### config.mk
export PLATFORM = sky130hd
export DESIGN_NAME = serial_tofe_tx_flat
export DESIGN_NICKNAME = d
export VERILOG_FILES = /design/src/rtl/serial_tofe_tx_if.sv /design/src/rtl/serial_tofe_tx.sv /design/src/flat_wrapper.sv
export SDC_FILE = /design/constraint.sdc
export NUM_CORES = 1
export LEC_CHECK = 0
export ABC_AREA = 1
export ABC_CLOCK_PERIOD_IN_PS = 1610
export CORE_MARGIN = 10
export CORE_UTILIZATION = 48
export CTS_CLUSTER_SIZE = 24
export DETAILED_ROUTE_END_ITERATION = 7
export PLACE_DENSITY = 0.69
export SLEW_MARGIN = 20
export SYNTH_ARGS = -nofsm -noshare
export SYNTH_HDL_FRONTEND = slang
export SYNTH_SLANG_ARGS = --single-unit
### constraint.sdc
create_clock -name clk -period 1.61 [get_ports clk]
set_input_delay 0.322 -clock clk [delete_from_list [all_inputs] [get_ports clk]]
set_output_delay 0.322 -clock clk [all_outputs]
set_load 0.01 [all_outputs]
### src/rtl/serial_tofe_tx_if.sv
// Digit handshake and serial line bundle for serial_tofe_tx.
// Carries err_inject only when SERIAL_TOFE_TX_ERRINJ_EN is defined.
interface serial_tofe_tx_if;
    logic [3:0] din;
    logic       in_valid;
    logic       in_ready;
    logic       dout;
    logic       frame_start;
    logic       word_sent;
    logic       busy;
`ifdef SERIAL_TOFE_TX_ERRINJ_EN
    logic       err_inject;

    modport master (
        output din, in_valid, err_inject,
        input  in_ready, dout, frame_start, word_sent, busy
    );
    modport slave (
        input  din, in_valid, err_inject,
        output in_ready, dout, frame_start, word_sent, busy
    );
`else
    modport master (
        output din, in_valid,
        input  in_ready, dout, frame_start, word_sent, busy
    );
    modport slave (
        input  din, in_valid,
        output in_ready, dout, frame_start, word_sent, busy
    );
`endif
endinterface

### src/rtl/serial_tofe_tx.sv
// Serial 3-of-5 transmitter: BCD digits in, back-to-back 5-bit frames out, MSB first.
// Optional SERIAL_TOFE_TX_ERRINJ_EN adds err_inject, which flips the LSB of the encoded word.
//
// Handshake: a digit transfers on a rising edge where in_valid && in_ready;
// in_ready is high whenever the one-entry buffer is empty and resetL is high.
module serial_tofe_tx #(
    parameter logic [4:0] IDLE_WORD = 5'b00000
) (
    input logic            clk,
    input logic            resetL,
    serial_tofe_tx_if.slave bus
);

    localparam logic [2:0] LAST_BIT = 3'd4;

    logic [2:0] r_cnt;
    logic [4:0] r_shift;
    logic       r_buf_full;
    logic [3:0] r_buf_digit;
    logic       r_buf_inj;
    logic       r_carry;
    logic       r_dout;
    logic       r_frame_start;
    logic       r_word_sent;
    logic       r_busy;

    logic       w_inj;
    logic       w_in_ready;
    logic       w_xfer;
    logic       w_boundary;
    logic       w_sel_valid;
    logic [3:0] w_sel_digit;
    logic       w_sel_inj;
    logic       w_sel_legal;
    logic [4:0] w_new_word;

    function automatic logic [4:0] encode(input logic [3:0] digit);
        logic [4:0] word;
        case (digit)
            4'd0:    word = 5'b00111;
            4'd1:    word = 5'b01011;
            4'd2:    word = 5'b01101;
            4'd3:    word = 5'b01110;
            4'd4:    word = 5'b10011;
            4'd5:    word = 5'b10101;
            4'd6:    word = 5'b10110;
            4'd7:    word = 5'b11001;
            4'd8:    word = 5'b11010;
            4'd9:    word = 5'b11100;
            default: word = IDLE_WORD;
        endcase
        return word;
    endfunction

`ifdef SERIAL_TOFE_TX_ERRINJ_EN
    assign w_inj = bus.err_inject;
`else
    assign w_inj = 1'b0;
`endif

    assign w_in_ready = resetL & ~r_buf_full;
    assign w_xfer     = bus.in_valid & w_in_ready;
    assign w_boundary = (r_cnt == LAST_BIT);

    // Buffered digit wins; a same-edge transfer bypasses only into an empty buffer.
    always_comb begin
        w_sel_valid = 1'b0;
        w_sel_digit = 4'd0;
        w_sel_inj   = 1'b0;
        if (r_buf_full) begin
            w_sel_valid = 1'b1;
            w_sel_digit = r_buf_digit;
            w_sel_inj   = r_buf_inj;
        end else if (w_xfer) begin
            w_sel_valid = 1'b1;
            w_sel_digit = bus.din;
            w_sel_inj   = w_inj;
        end
    end

    assign w_sel_legal = w_sel_valid && (w_sel_digit <= 4'd9);
    assign w_new_word  = w_sel_legal ? (encode(w_sel_digit) ^ {4'b0000, w_sel_inj})
                                     : IDLE_WORD;

    always_ff @(posedge clk or negedge resetL) begin
        if (!resetL) begin
            r_cnt         <= LAST_BIT;
            r_shift       <= IDLE_WORD;
            r_buf_full    <= 1'b0;
            r_buf_digit   <= 4'd0;
            r_buf_inj     <= 1'b0;
            r_carry       <= 1'b0;
            r_dout        <= 1'b0;
            r_frame_start <= 1'b0;
            r_word_sent   <= 1'b0;
            r_busy        <= 1'b0;
        end else if (w_boundary) begin
            r_cnt         <= 3'd0;
            r_shift       <= {w_new_word[3:0], 1'b0};
            r_dout        <= w_new_word[4];
            r_frame_start <= 1'b1;
            r_word_sent   <= 1'b0;
            r_carry       <= w_sel_legal;
            r_buf_full    <= 1'b0;
            r_busy        <= w_sel_legal;
        end else begin
            r_cnt         <= r_cnt + 3'd1;
            r_shift       <= {r_shift[3:0], 1'b0};
            r_dout        <= r_shift[4];
            r_frame_start <= 1'b0;
            // Raised for the final bit of a digit frame only.
            r_word_sent   <= (r_cnt == 3'd3) && r_carry;
            r_busy        <= r_carry || r_buf_full || w_xfer;
            if (w_xfer) begin
                r_buf_full  <= 1'b1;
                r_buf_digit <= bus.din;
                r_buf_inj   <= w_inj;
            end
        end
    end

    assign bus.in_ready    = w_in_ready;
    assign bus.dout        = r_dout;
    assign bus.frame_start = r_frame_start;
    assign bus.word_sent   = r_word_sent;
    assign bus.busy        = r_busy;

endmodule

### src/flat_wrapper.sv
// flat-port wrapper written by rule: the top's interface ports become plain ports
module serial_tofe_tx_flat 
#(
    parameter logic [4:0] IDLE_WORD = 5'b00000
)
  (clk, resetL, bus_din, bus_in_valid, bus_in_ready, bus_dout, bus_frame_start, bus_word_sent, bus_busy);
  serial_tofe_tx_if bus_i ();
  input logic clk;
  input logic resetL;
  input wire logic [$bits(bus_i.din)-1:0] bus_din;
  input wire logic [$bits(bus_i.in_valid)-1:0] bus_in_valid;
  output wire logic [$bits(bus_i.in_ready)-1:0] bus_in_ready;
  output wire logic [$bits(bus_i.dout)-1:0] bus_dout;
  output wire logic [$bits(bus_i.frame_start)-1:0] bus_frame_start;
  output wire logic [$bits(bus_i.word_sent)-1:0] bus_word_sent;
  output wire logic [$bits(bus_i.busy)-1:0] bus_busy;
  assign bus_i.din = bus_din;
  assign bus_i.in_valid = bus_in_valid;
  assign bus_in_ready = bus_i.in_ready;
  assign bus_dout = bus_i.dout;
  assign bus_frame_start = bus_i.frame_start;
  assign bus_word_sent = bus_i.word_sent;
  assign bus_busy = bus_i.busy;
  serial_tofe_tx #(.IDLE_WORD(IDLE_WORD)) u_core (.clk(clk), .resetL(resetL), .bus(bus_i));
endmodule
### Yosys cells after proc, flatten, opt, wreduce, memory -nomap -nowiden

Memory sizes are Yosys's and may differ from the RTL's.
Cells that the tools add are included.

| operators by class | value |
|---|---|
| add/sub/neg operators | 1 |
| $lt $le $gt $ge | 1 |
| equal/unequal tests | 2 |
| mux-type cells | 13 |
| bitwise logic cells | 4 |
| reductions and logical operators | 6 |

Operators with widths:

| cell | number |
|---|---|
| $mux W5 | 2 |
| $mux W1 | 8 |
| $mux W4 | 2 |
| $le A4 B4 Y1 const B | 1 |
| $add A3 B1 Y3 const B | 1 |
| $eq A3 B2 Y1 const B | 1 |
| $eq A3 B3 Y1 const B | 1 |
| $mux W3 | 1 |
| $and A1 B1 Y1 | 2 |
| $logic_and A1 B1 Y1 | 2 |
| $logic_or A1 B1 Y1 | 2 |
| $not A1 Y1 | 2 |
| $reduce_and A2 Y1 | 1 |
| $reduce_bool A2 Y1 | 1 |

| storage, ports and cells | value |
|---|---|
| register bits after elaboration | 18 |
| ROM bits | 80 |
| input port bits | 7 |
| output and inout port bits | 5 |
| word-level logic and storage cells | 37 |
| memories | 1 |

Memory list:

| memory | words | width | rd ports | clocked after Yosys merged registers in | wr ports | RTL line | source |
|---|---|---|---|---|---|---|---|
| (name not given) | 16 | 5 | 1 | 0 | 0 | serial_tofe_tx.sv:39 | `case (digit)` |

### Longest topological paths before layout

Gate-level depths: netlist (run 1).

| depth | value |
|---|---|
| depth after elaboration | 9 |
| gate-level depth with buffers | 12 |
| gate-level depth less buffers | 11 |

### Worst setup path before layout (run 1)

OpenSTA, ideal clock, no wires.

| timing | value |
|---|---|
| path type | reg2reg |
| start | reg u_core.r_buf_full |
| end | reg u_core.r_busy, in the netlist u_core.bus.busy |
| library setup time | 0.127 ns |
| arrival time | 1.528 ns |
| slack | -0.044 ns |
| stages on the path, launching flop included | 11 |
| path buffers | 1 |
| clock period less this slack | 1.654 ns |
| cell sequence | dfrtp_1 buf_6 o21ai_0 nand2_1 ha_1 nand3_1 nand3_1 nand2_1 nand2_2 inv_2 nand3b_1 |

| on the way | value |
|---|---|
| cells in the longest elaborated chain, start to end | 8 |
| elaborated cells on any way between the ends | 12 |
| classes of those cells | order compare (1); mux (5); bitwise (3); reduce/logical (3) |

RTL lines:

| element | RTL line | source |
|---|---|---|
| from (decl) | serial_tofe_tx.sv:18 | `logic r_buf_full;` |
| from (signal assigned) | serial_tofe_tx.sv:89 | `r_buf_full <= 1'b0;` |
| from (signal assigned) | serial_tofe_tx.sv:104 | `r_buf_full <= 1'b0;` |
| from (signal assigned) | serial_tofe_tx.sv:115 | `r_buf_full <= 1'b1;` |
| $not A1 Y1 | serial_tofe_tx.sv:61 | `assign w_in_ready = resetL & ~r_buf_full;` |
| $and A1 B1 Y1 | serial_tofe_tx.sv:61 |  |
| $and A1 B1 Y1 | serial_tofe_tx.sv:62 | `assign w_xfer = bus.in_valid & w_in_ready;` |
| $mux W4 | serial_tofe_tx.sv:74 | `end else if (w_xfer) begin` |
| $mux W4 | serial_tofe_tx.sv:70 | `if (r_buf_full) begin` |
| $le A4 B4 Y1 | serial_tofe_tx.sv:81 | `assign w_sel_legal = w_sel_valid && (w_sel_digit <= 4'd9);` |
| $logic_and A1 B1 Y1 | serial_tofe_tx.sv:81 |  |
| $mux W1 * | serial_tofe_tx.sv:97 | `end else if (w_boundary) begin` |
| to (signal assigned) | serial_tofe_tx.sv:105 | `r_busy <= w_sel_legal;` |
| to (signal assigned) | serial_tofe_tx.sv:113 | `r_busy <= r_carry \|\| r_buf_full \|\| w_xfer;` |
| to (decl) | serial_tofe_tx.sv:25 | `logic r_busy;` |

Every way passes the cells marked *; elsewhere a longest branch is shown, timed or not.
A chain may end at the register's enable or synchronous reset.

### Worst setup path after layout (run 1)

| timing | value |
|---|---|
| start | in bus_din[1] |
| end | reg u_core.r_busy, in the netlist u_core.bus.busy |

| on the way | value |
|---|---|
| cells in the longest elaborated chain, start to end | 5 |

RTL lines:

| element | RTL line | source |
|---|---|---|
| from (decl) | flat_wrapper.sv:10 | `input wire logic [$bits(bus_i.din)-1:0] bus_din;` |
| $mux W4 | serial_tofe_tx.sv:74 |  |
| $mux W4 | serial_tofe_tx.sv:70 |  |
| $le A4 B4 Y1 | serial_tofe_tx.sv:81 |  |
| $logic_and A1 B1 Y1 | serial_tofe_tx.sv:81 |  |
| $mux W1 | serial_tofe_tx.sv:97 |  |

Every way passes these cells.

==> flow_metrics.tcl, run 1 <==
set metrics [dict create \
    status "complete, no violations" \
    vias_per_cell 4.74 \
    post-place-cells 172 \
    clock_latency_ns 0.28 \
    intPower_mw 0.772 \
    max_freq_mhz 622 \
    cp-end-kind "flop" \
    synth_cells 120 \
    grt_max_degree 14 \
    sw_frac_of_total_pct 33.7 \
    cts_buffers 3 \
    async_reset_ff_share_pct 100 \
    dp_slack_ns -0.387 \
    clockBufferDepth 2 \
    cp.arrival_ns 1.79 \
    yosys.area.top_type_share_pct 39.8 \
    drv_slew 0 \
    max_cap_violations 0 \
    antenna_found_initial 0 \
    fin_crit_sh_pct 99.9 \
    pwr-share-seq_pct 42.6 \
    dr_total_vias 843 \
    area_growth_pct 32.5 \
    root_buffer "clkbuf_4" \
    hold_path.class "input port to async pin" \
    clkTransAtPathRegs_ns 0.10 \
    yosys_warnings 0 \
    yosysMostFrequentCell "nand2_1" \
    synth_edf_count 0 \
    synthFlopType "dfrtp_1" \
    final_cells 178 \
    p_total_mw 1.16 \
    drc_errors 0 \
    std_cell_rows 16 \
    hold_viol_final 0 \
    yosysSeqAreaShare_pct 42.4 \
    synthTopCellsByCount "nand2_1, dfrtp_1, inv_1, ha_1, nor2_1" \
    finalCriticalPeriod_ns 1.61 \
    num_antenna_cells 0 \
    synth.distinct_cells 22 \
    dr.pass1.iters 4 \
    cts.htree.levels 1 \
    overflow 0 \
    fin_ws_ns 0.00112 \
    cts_tree "built" \
    grt_pass1_wl_mm 3.46 \
    critPathKind "input port to flop" \
    cp-start-kind "input port" \
    share_comb_of_total_power_pct 38.1 \
    globalplace.congestion 0.903 \
    dieArea_mm2 0.00433 \
    p_switching_mw 0.393 \
    p_leak_nw 0.726 \
    power_density_mw_per_mm2 874 \
    yosys.area.top_type "dfrtp_1" \
    syn-num-nets 137 \
    clock-sinks 17 \
    synth.avg_cell_area_um2 8.38 \
    ys_ff_latch 17 \
    synth_area_mm2 0.00101 \
    finalSetupViolations 0 \
    antenna_left 0 \
    clkPwrFrac_pct 19.3 \
    grt_use_total_pct 9.95 \
    die_h_um 65.8 \
    hpwl_mm 1.59 \
    coreArea_mm2 0.00198 \
    grt_setup_unrepaired "true" \
    nets 169 \
    worstMarginPinSlew_ns 0.291 \
    drive_above_1_share_pct 31.1 \
    routedWlPerCell_um 11.5 \
    wl_mm 2.05 \
    portBuffers 11 \
    ir_drop_v 0.000544 \
    holdBufCountCts 0 \
    max_slew_margin_pct 80.5 \
    start_util_pct 50.8 \
    required_ns 1.79 \
    die_w_um 65.8 \
    cp_max_fo 5 \
    clock_skew_ns 0.00176 \
    yosys-top-cells-area "dfrtp_1, nand2_1, ha_1, inv_1, nand3_1" \
    ios 12 \
    holdWs_ns 0.191 \
    drt_iter0_drc 38 \
    grt_pass1_vias 822 \
]
## cell families (layout without fill, tap and decap cells)
group                    count (synthesis)  in the layout  synth area share (%)
AO/OA/AOI/OAI                            9              9                  6.84
buffers and inverters                   18             49                  7.46
adder cells (fa/ha/maj)                 10             10                  12.4
multiplexers                             1              1                  1.49
AND/OR/NAND/NOR                         65             65                  29.4
flip-flops                              17             17                  42.4
## final timing paths
kind / slack, ns / cells past startpoint / to / startpoint
min in group clk: 0.46 / 2 / u_core.r_shift[4] / u_core.r_shift[3]
hold reg to reg: 0.46 / 2 / u_core.r_shift[4] / u_core.r_shift[3]
setup reg to reg: 0.06 / 10 / u_core.bus.busy / u_core.r_buf_full
setup / recovery: 0.001 / 11 / u_core.bus.busy / bus_din[1]
hold / removal: 0.19 / 2 / u_core.r_buf_full / resetL
max in group asynchronous: 1.13 / 2 / u_core.r_cnt[2] / resetL
## placed cells by master, fill, tap and decap left out, drive strengths merged
| master | count |
|---|---|
| a21o | 1 |
| ha | 10 |
| dfrtp | 16 |
| nand3 | 8 |
| inv | 17 |
| clkbuf | 3 |
| a21oi | 1 |
| dlygate4sd2 | 1 |
| nand3b | 1 |
| mux2 | 1 |
| buf | 18 |
| nand4 | 1 |
| nand2 | 45 |
| clkinv | 1 |
| clkdlybuf4s50 | 8 |
| dlymetal6s2s | 1 |
| o21ai | 6 |
| nor2 | 10 |
| dfstp | 1 |
| o21bai | 1 |
## power groups by stage
stage               clock [mW]  sequential (mW)  combinational [mW]
floorplan                    0            0.505               0.240
global placement             0            0.501               0.394
detailed placement           0            0.503               0.401
CTS                      0.233            0.495               0.409
global route             0.254            0.501               0.498
finish                   0.225            0.496               0.444
## stage by stage
step	util (%)	cell area, um2	TNS, ns
finish	67.2	1330	0
global route	67.2	1330	-0.268
CTS	64.9	1290	0
detailed placement	63.1	1250	-3.28
global placement	63.1	1250	-2.97
floorplan	-	1010	0
## metal layers
layer	track usage, %	routed length, um	share of wire (%)
met1	12.5	904	44
met2	15.7	1050	51
met3	1.19	63	3.1
met4	6.42	33	1.6
met5	0	0	0
## cell type report
cell class,count,area [um2]
Clock buffer,3,22.5
Clock inverter,1,5.00
Fill cell,148,649
Inverter,17,63.8
Multi-Input combinational cell,85,546
Sequential cell,17,428
Tap cell,27,33.8
Timing Repair Buffer,28,234
## registers in the layout, indices dropped and copies added (netlist names)
signal	flops
u_core.r_buf_full	1
u_core.r_shift	4
u_core.bus.dout	1
u_core.bus.word_sent	1
u_core.r_carry	1
u_core.bus.frame_start	1
u_core.r_cnt	3
u_core.r_buf_digit	4
u_core.bus.busy	1
## critical path, stage by stage
cell and delay (ns):
clkdlybuf4s50_1 0.49, inv_2 0.06, o21ai_4 0.17, nand2_4 0.10, ha_4 0.17, nand3_1 0.07
nand3_1 0.07, nand2_1 0.09, nand2_2 0.09, inv_2 0.08, nand3b_1 0.07
## timing repair
action                                  in CTS  in global routing
pin swaps                                    0                  6
resized for setup                            7                 12
setup buffers                                0                  2
endpoints found under the setup margin       8                  8
Note: power is estimated with default switching activity, not from simulation.
==> run 2: changes to the inputs <==
- CAP_MARGIN: not set -> 20
==> results of run 2 <==
No change in the layout: final DEF, timing and power equal those of run 1.
